--- src/rtl/pipe_stage_buf_pkg.sv ---
// Shared definitions for the inter-stage pipeline buffers: control-bit layout
// and default kill mask.
package pipe_pkg;

  localparam int unsigned CTRL_REGWREN    = 0;
  localparam int unsigned CTRL_MEMWREN    = 1;
  localparam int unsigned CTRL_MULSEL_LSB = 2;
  localparam int unsigned CTRL_MULSEL_W   = 2;

  localparam int unsigned CTRL_W_DEFAULT = 4;

  // Zero only the write enables on bubbles; mulSel may stay stale.
  localparam logic [CTRL_W_DEFAULT-1:0] KILL_MASK_WR_ONLY = 4'b0011;

endpackage

--- src/rtl/pipe_stage_buf_slot.sv ---
// One buffer slot: a valid bit plus payload register. Load wins over clear;
// clear drops only the valid bit so the payload keeps its last value.
module pipe_slot #(
  parameter int unsigned WIDTH = 8
) (
  input  logic             clk,
  input  logic             reset,
  input  logic             load,
  input  logic             clear,
  input  logic [WIDTH-1:0] dIn,
  output logic             valid,
  output logic [WIDTH-1:0] dOut
);

  always_ff @(posedge clk) begin
    if (reset) begin
      valid <= 1'b0;
      dOut  <= '0;
    end else if (load) begin
      valid <= 1'b1;
      dOut  <= dIn;
    end else if (clear) begin
      valid <= 1'b0;
    end
  end

endmodule

--- src/rtl/pipe_stage_buf.sv ---
// Valid/ready pipeline register between two stages with flush, optional skid
// entry, kill-masked control on bubbles and a saturating bubble counter.
module pipe_stage_buf
  import pipe_pkg::*;
#(
  parameter int unsigned DATA_WIDTH = 96,
  parameter int unsigned CTRL_WIDTH = CTRL_W_DEFAULT,
  parameter int unsigned ADDR_WIDTH = 4,
  parameter int unsigned SKID       = 1,
  parameter logic [CTRL_WIDTH-1:0] CTRL_KILL_MASK = '1
) (
  input  logic                  clk,
  input  logic                  reset,
  input  logic                  flush,
  input  logic                  in_valid,
  output logic                  in_ready,
  input  logic [CTRL_WIDTH-1:0] in_ctrl,
  input  logic [ADDR_WIDTH-1:0] in_addr,
  input  logic [DATA_WIDTH-1:0] in_data,
  output logic                  out_valid,
  input  logic                  out_ready,
  output logic [CTRL_WIDTH-1:0] out_ctrl,
  output logic [ADDR_WIDTH-1:0] out_addr,
  output logic [DATA_WIDTH-1:0] out_data,
  output logic [15:0]           bubble_cnt
);

  localparam int unsigned PW = CTRL_WIDTH + ADDR_WIDTH + DATA_WIDTH;

  logic          inReady;
  logic          inXfer;
  logic          outXfer;
  logic [PW-1:0] inPayload;

  logic          mainValid;
  logic          mainLoad;
  logic          mainClear;
  logic [PW-1:0] mainD;
  logic [PW-1:0] mainQ;

  logic [CTRL_WIDTH-1:0] mainCtrl;
  logic [15:0]           bubbleCnt;

  assign inPayload = {in_ctrl, in_addr, in_data};
  assign inXfer    = in_valid & inReady;
  assign outXfer   = mainValid & out_ready;

  pipe_slot #(.WIDTH(PW)) uMain (
    .clk   (clk),
    .reset (reset),
    .load  (mainLoad),
    .clear (mainClear),
    .dIn   (mainD),
    .valid (mainValid),
    .dOut  (mainQ)
  );

  generate
    if (SKID != 0) begin : gSkid
      logic          skidValid;
      logic          skidLoad;
      logic          skidClear;
      logic [PW-1:0] skidQ;

      pipe_slot #(.WIDTH(PW)) uSkid (
        .clk   (clk),
        .reset (reset),
        .load  (skidLoad),
        .clear (skidClear),
        .dIn   (inPayload),
        .valid (skidValid),
        .dOut  (skidQ)
      );

      // Ready depends only on registered skid state, never on out_ready.
      assign inReady = ~skidValid & ~flush;

      // A held skid entry means inReady=0, so the skid-to-main move never
      // collides with a new input.
      always_comb begin
        mainLoad  = 1'b0;
        mainClear = 1'b0;
        mainD     = inPayload;
        skidLoad  = 1'b0;
        skidClear = 1'b0;
        if (flush) begin
          mainClear = 1'b1;
          skidClear = 1'b1;
        end else if (outXfer && skidValid) begin
          mainLoad  = 1'b1;
          mainD     = skidQ;
          skidClear = 1'b1;
        end else if (inXfer && (!mainValid || outXfer)) begin
          mainLoad = 1'b1;
        end else if (inXfer) begin
          skidLoad = 1'b1;
        end else if (outXfer) begin
          mainClear = 1'b1;
        end
      end
    end else begin : gNoSkid
      assign inReady = (~mainValid | out_ready) & ~flush;

      always_comb begin
        mainD     = inPayload;
        mainLoad  = inXfer;
        mainClear = flush | (outXfer & ~inXfer);
      end
    end
  endgenerate

  always_ff @(posedge clk) begin
    if (reset) begin
      bubbleCnt <= '0;
    end else if (!mainValid && out_ready && (bubbleCnt != '1)) begin
      bubbleCnt <= bubbleCnt + 16'd1;
    end
  end

  assign mainCtrl   = mainQ[PW-1 -: CTRL_WIDTH];
  assign in_ready   = inReady;
  assign out_valid  = mainValid;
  assign out_ctrl   = mainCtrl & ~(CTRL_KILL_MASK & {CTRL_WIDTH{~mainValid}});
  assign out_addr   = mainQ[DATA_WIDTH +: ADDR_WIDTH];
  assign out_data   = mainQ[DATA_WIDTH-1:0];
  assign bubble_cnt = bubbleCnt;

endmodule

--- config.mk ---
export PLATFORM = sky130hd
export DESIGN_NAME = pipe_stage_buf
export DESIGN_NICKNAME = d
export VERILOG_FILES = /design/src/rtl/pipe_stage_buf_pkg.sv /design/src/rtl/pipe_stage_buf_slot.sv /design/src/rtl/pipe_stage_buf.sv
export SDC_FILE = /design/constraint.sdc
export NUM_CORES = 1
export LEC_CHECK = 0
export CORE_ASPECT_RATIO = 1.75
export CORE_MARGIN = 2
export CORE_UTILIZATION = 54
export DETAILED_ROUTE_END_ITERATION = 10
export PLACE_DENSITY = 0.83
export SYNTH_ARGS = -nofsm -noshare
export SYNTH_HDL_FRONTEND = slang
export SYNTH_HIERARCHICAL = 1
export SYNTH_SLANG_ARGS = --single-unit
--- constraint.sdc ---
create_clock -name clk -period 3.5 [get_ports clk]
set_input_delay 0.35 -clock clk [delete_from_list [all_inputs] [get_ports clk]]
set_output_delay 0.35 -clock clk [all_outputs]
set_load 0.05 [all_outputs]
## Word-level counts from Yosys, hierarchy flattened

Index checks and enable logic that the tools add are counted.

- Logic and storage cells: 43
- Output and inout bits: 122
- Bits of input ports: 109
- Flip-flop bits (word level): 226

- $add $sub $neg: 1
- Bitwise gates (word level): 8
- Reductions and logical operators: 8
- Multiplexer cells: 20
- Equality and inequality tests: 1

Operators with widths:

| kind | number |
|---|---|
| $mux 104 | 2 |
| $mux 1 | 18 |
| $add 16x1->16 const B | 1 |
| $ne 16x16->1 const B | 1 |
| $and 4x4->4 | 1 |
| $logic_and 1x1->1 | 4 |
| $not 4->4 | 1 |
| $reduce_bool 2->1 | 2 |
| $and 1x1->1 | 3 |
| $not 1->1 | 3 |
| $logic_not 1->1 | 1 |
| $logic_or 1x1->1 | 1 |

## Depth between registers and ports, before layout

- Depth in word-level cells: 9
- Depth in mapped cells: 9
- Mapped depth without buffers: 5

## Cells and area by module

The synthesis kept the hierarchy.

By module, submodules not included:

| module | times used | cells each | area an instance (um^2) |
|---|---|---|---|
| pipe_slot | 2 | 340 | 3,759.9 |
| pipe_stage_buf | 1 | 228 | 2,148.3 |

## Worst setup path before layout

Ideal clock, no wire load.

- Kind: flip-flop to flip-flop
- Start point: register uMain.valid
- End point: register uMain.dOut[61]
- Path buffers: 4
- Cell stages (with the launch flop): 9
- Data required time: 3.372 ns
- Setup time: 0.128 ns
- Period minus slack after synthesis: 2.196 ns
- Data arrival time: 2.068 ns
- Setup slack: 1.304 ns
- Cell sequence: dfxtp_1 clkbuf_1 inv_2 a2111oi_0 buf_4 buf_8 buf_12 mux2i_1 nor2_1

- Longest elaborated chain between the ends: 6
- Elaborated cells on any way between the ends: 10
- Classes of those cells: mux: 5; bitwise: 1; reduce/logical: 4

RTL lines:

| item | RTL line | text |
|---|---|---|
| from (decl) | pipe_stage_buf_slot.sv:11 | `output logic valid,` |
| from (signal assigned) | pipe_stage_buf_slot.sv:17 | `valid <= 1'b0;` |
| from (signal assigned) | pipe_stage_buf_slot.sv:20 | `valid <= 1'b1;` |
| from (signal assigned) | pipe_stage_buf_slot.sv:23 | `valid <= 1'b0;` |
| $and 1x1->1 / $logic_not 1->1 (equally long branches) | pipe_stage_buf.sv:46, pipe_stage_buf.sv:93 |  |
| $logic_or 1x1->1 | pipe_stage_buf.sv:93 | `end else if (inXfer && (!mainValid \|\| outXfer)) begin` |
| $logic_and 1x1->1 | pipe_stage_buf.sv:93 |  |
| $mux 1 | pipe_stage_buf.sv:93 |  |
| $mux 1 * | pipe_stage_buf.sv:89 | `end else if (outXfer && skidValid) begin` |
| $mux 1 * | pipe_stage_buf.sv:86 | `if (flush) begin` |
| named net mainLoad | pipe_stage_buf.sv:36 | `logic mainLoad;` |
| to (signal assigned) | pipe_stage_buf_slot.sv:21 | `dOut <= dIn;` |
| to (decl) | pipe_stage_buf_slot.sv:12 | `output logic [WIDTH-1:0] dOut` |

Mark *: on every way through the listed nets, which the timed path passes. The rest lies on a longest branch.
A chain may end at the register's enable or synchronous reset.

## Worst setup path after layout

- Start point: register uMain.valid
- End point: output out_ctrl[1]

- Longest elaborated chain between the ends: 3

RTL lines:

| item | RTL line | text |
|---|---|---|
| $not 1->1 | pipe_stage_buf.sv:123 | `assign out_ctrl = mainCtrl & ~(CTRL_KILL_MASK & {CTRL_WIDTH{~mainValid}});` |
| $not 4->4 | pipe_stage_buf.sv:123 |  |
| $and 4x4->4 | pipe_stage_buf.sv:123 |  |
| to (decl) | pipe_stage_buf.sv:22 | `output logic [CTRL_WIDTH-1:0] out_ctrl,` |

No other way between the ends.

==> impl_summary.md <==
Place
The detailed placement HPWL is about 15000 um. The number of buffer cells added on primary ports is between 200 and 250. Routability-driven placement finished with a final weighted congestion of 0.806.

Critical path
The worst reg2reg path depth is 5. The reg2reg setup slack is between 1 and 1.5 ns. The number of buffers and inverters on the critical path is 1.

The kind of cell with the highest combined delay along the critical path is buffers and inverters. Of all nets on the critical path, the largest fanout is 14. The worst endpoint data arrival time is around 2.1 ns. The library cell contributing the largest single delay on the critical path is sky130_fd_sc_hd__clkdlybuf4s50_1.

The critical path is of the reg2out type. The largest single stage delay on the critical path is approximately 0.8 ns. The type of element launching the critical path is a flop. Traced cell by cell, the critical path runs through and2_1, clkdlybuf4s50_1. The launch point of the worst reg-to-reg path is uMain/valid. The worst path required time is around 3.2 ns. The kind of end point of the critical path is an output port. The worst register-to-register path ends at uMain/dOut[8].

Synth
The total of flip-flops plus latches after synthesis is approximately 230. The post-synthesis net count is just over 1000. In this run, synthesis inferred 0 flip-flops with an integrated enable. The count of unique library cells instantiated by Yosys is 45.

The synthesized area per cell is 10.6 um2. The cell area that synthesis handed to floorplanning was approximately 0.0097 mm2. Of the synthesized area, sequential elements account for 0.468. For this run, the leading register cell type out of synthesis is sky130_fd_sc_hd__dfxtp_1. The gate count of the mapped netlist is roughly 910. The Yosys step of the flow raised 6 warnings. In the synthesized netlist the async set-or-reset flop fraction comes to 0.

Pwr
The analysis attributes to cell leakage a power of between 4 and 5 nW. The sequential power share is 0.475. The internal power consumption is approximately 4.2 mW. The combinational power share is 0.140. Of the total power, the share spent switching nets is 0.252. The share of total power dissipated in the clock network is 0.385. The power density relative to cell area is approximately 450 mW/mm2. The completed layout was analyzed and its total power is roughly 5.7 mW.

The switching power is 1.43 mW. The worst-case vdd ir drop is ~0.41 mV.

STA
The final count of pins violating max slew was 0. The final-layout setup total negative slack is 0 ns. Setup repair after global routing left no endpoint under its margin. The transition time at the pin with the least slew margin is roughly 0.70 ns. Measured against its own limit, the worst slew margin works out to 0.531. The worst hold margin is approximately 0.33 ns. The final clock period utilization by the worst path is 0.699. Setup violations remaining at the end of the flow were counted as 0. The clock arrives with approximately 0.014 ns of skew. The final hold violation count came to 0. The minimum clock period is approximately 2.4 ns. The maximum operating frequency is slightly above 400 MHz.

Worst hold path
The end point of the most critical hold path is uMain/dOut[94]. The class of the most critical hold timing path is in2reg. The source of the worst hold timing path is reset. The worst hold path passes through 2 cells.

Global route
The total global routing overflow is 0. The first global-routing pass estimated ~36000 um of wire. The number of global-route vias before repair was between 7000 and 8000. The largest net degree at the start of global routing is 89.

The number of antenna violations at the first check in global routing is 0. The global routing usage summed across all routing layers is 0.228.

CTS
The buffer count from post-CTS setup fixing is 0. The maximum count of clock buffers along a single path is 3. In this run the number of H-tree levels came out at 1. The TritonCTS buffer count is 20. For this design, the sink count on the clock tree is about 230. Post-CTS repair changed the size of 0 cells. After clock tree synthesis, the clock-pin slew on the worst setup and hold paths is ~0.070 ns.

The source-to-sink clock delay at the later pin of the worst-skew pair is between 0.4 and 0.5 ns. The CTS root buffer is sky130_fd_sc_hd__clkbuf_16. For this design, the CTS-stage hold fixing added 0 buffers.

The TritonCTS clock tree is done.

Job
The number of maximum-capacitance violations is 0.

Route
The count of nets left with antenna violations after detail routing is 0. The final wirelength is between 20000 and 25000 um. In this run, the number of DRC markers left after iteration 0 of detailed routing was between 200 and 250.

Before antenna repair, the detailed router went through 4 iterations. The count of unresolved DRC violations after routing is 0. The mean number of vias per cell is ~5.2. The final route contains just over 7000 vias. After detailed routing, the average wire length per cell comes to around 16 um.

Floorplan
The placement row count is 64. The overall die area is 0.0190 mm2. The initial core utilization is 0.551. The region available for standard cell placement spans about 0.018 mm2. around 230 I/O pins were placed. The die is around 110 um wide. The floorplan step set the die height to 181 um.

Cells and area
The top cell types in the final layout, fill and taps aside, are 229 x sky130_fd_sc_hd__clkdlybuf4s50_1, 226 x sky130_fd_sc_hd__dfxtp_1, 223 x sky130_fd_sc_hd__nor2_1. The library cell used most frequently in the layout, excluding fill and tap cells, is sky130_fd_sc_hd__clkdlybuf4s50_1. In the final design database the tool counted approximately 1200 nets. The fill cell total of the finished layout is about 1300. The count of antenna diodes in the layout is 0. Of the cells placed in the final design, the portion with a size suffix greater than 1 is 0.0483. The synthesis-to-finish area growth is 30.3%.

Status
The flow ran to the end, and the final reports show no timing, DRC or antenna violations.
-- sequential cells by signal, summed over array words and instances (netlist names) --
signal	cells
bubble_cnt	16
gSkid.uSkid/valid	1
uMain/valid	1
uMain/dOut	104
gSkid.uSkid/dOut	104
-- metrics by stage --
stage / setup slack, ns / cell area, um2 / std cells / util
floorplan: 1.30 / 9670 / 908 / -
global placement: 1.00 / 12000 / 1316 / 0.682
detailed placement: 0.946 / 12000 / 1316 / 0.682
CTS: 1.03 / 12600 / 1349 / 0.718
global route: 0.946 / 12600 / 1349 / 0.718
finish: 1.05 / 12600 / 1349 / 0.718
-- logic make-up after synthesis --
group           synth area share
simple gates               0.117
compound gates            0.0192
buf+inv                   0.0542
mux                        0.340
flops                      0.468
xor+xnor                0.000906
fa+ha+maj                0.00129
-- power groups by stage --
stage | Clock [mW] | Sequential (mW) | Combinational, mW
floorplan | 0 | 2.96 | 0.279
global route | 2.34 | 2.70 | 0.838
detailed placement | 0 | 2.75 | 0.793
finish | 2.19 | 2.70 | 0.792
CTS | 2.24 | 2.70 | 0.797
global placement | 0 | 2.75 | 0.784
-- final cells by class --
| type | count | area, um2 | area share |
|---|---|---|---|
| sequential | 226 | 4520 | 0.359 |
| timing repair buffer | 242 | 2480 | 0.197 |
| inverter | 7 | 26.3 | 0.00209 |
| clock inverter | 5 | 52.6 | 0.00417 |
| clock buffer | 28 | 592 | 0.0470 |
| multi-input combinational | 610 | 4630 | 0.368 |
| tap | 231 | 289 | 0.0229 |
-- cell usage after synthesis, types with 2 or more instances --
cell	instances	area (um2)
sky130_fd_sc_hd__a211oi_1	4	30.0
sky130_fd_sc_hd__nand4_1	2	12.5
sky130_fd_sc_hd__o31ai_1	3	22.5
sky130_fd_sc_hd__buf_2	18	90.1
sky130_fd_sc_hd__nand3_1	7	35.0
sky130_fd_sc_hd__nand2b_1	3	18.8
sky130_fd_sc_hd__dfxtp_1	226	4520
sky130_fd_sc_hd__buf_4	12	90.1
sky130_fd_sc_hd__o21ai_0	2	10.0
sky130_fd_sc_hd__and2_1	4	25.0
sky130_fd_sc_hd__nor4_1	5	31.3
sky130_fd_sc_hd__buf_1	9	33.8
sky130_fd_sc_hd__or3_1	4	25.0
sky130_fd_sc_hd__clkbuf_1	13	48.8
sky130_fd_sc_hd__nor3_1	3	15.0
sky130_fd_sc_hd__nand2_1	3	11.3
sky130_fd_sc_hd__mux2_1	105	1180
sky130_fd_sc_hd__mux2i_1	210	2100
sky130_fd_sc_hd__buf_12	10	200
sky130_fd_sc_hd__nand3b_1	2	15.0
sky130_fd_sc_hd__buf_8	2	30.0
sky130_fd_sc_hd__nor2_1	223	837
sky130_fd_sc_hd__inv_1	6	22.5
sky130_fd_sc_hd__or4_1	2	15.0
sky130_fd_sc_hd__a21oi_1	9	45.0
sky130_fd_sc_hd__o31a_1	2	17.5
-- worst max-delay path by stage --
stage | slack, ns | startpoint | endpoint | cells past startpoint
2_1_floorplan | 1.30 | uMain/valid | uMain/dOut[61] | 8
3_3_place_gp | 1.0 | out_ready | uMain/dOut[47] | 7
3_5_place_dp | 0.95 | out_ready | uMain/dOut[42] | 7
4_1_cts | 1.03 | uMain/valid | out_ctrl[2] | 2
5_1_grt | 0.95 | uMain/valid | out_ctrl[0] | 2
6_report | 1.05 | uMain/valid | out_ctrl[1] | 2
-- metal layers --
metal / vias to the layer above / GRT usage / wire, um
met5: - / 0 / 0
met4: 0 / 0.0821 / 734
met3: 48 / 0.0465 / 1130
met2: 180 / 0.430 / 11600
met1: 3317 / 0.249 / 8760
li1: 3500 / - / -
-- worst reg2reg max path, delay by kind of cell (launching register included) --
kind / cells / cell delay (ns)
flops: 1 / 0.60
compound gates: 1 / 0.60
buf+inv: 2 / 0.54
mux: 1 / 0.32
simple gates: 1 / 0.06
(Power assumes the default switching activity.)
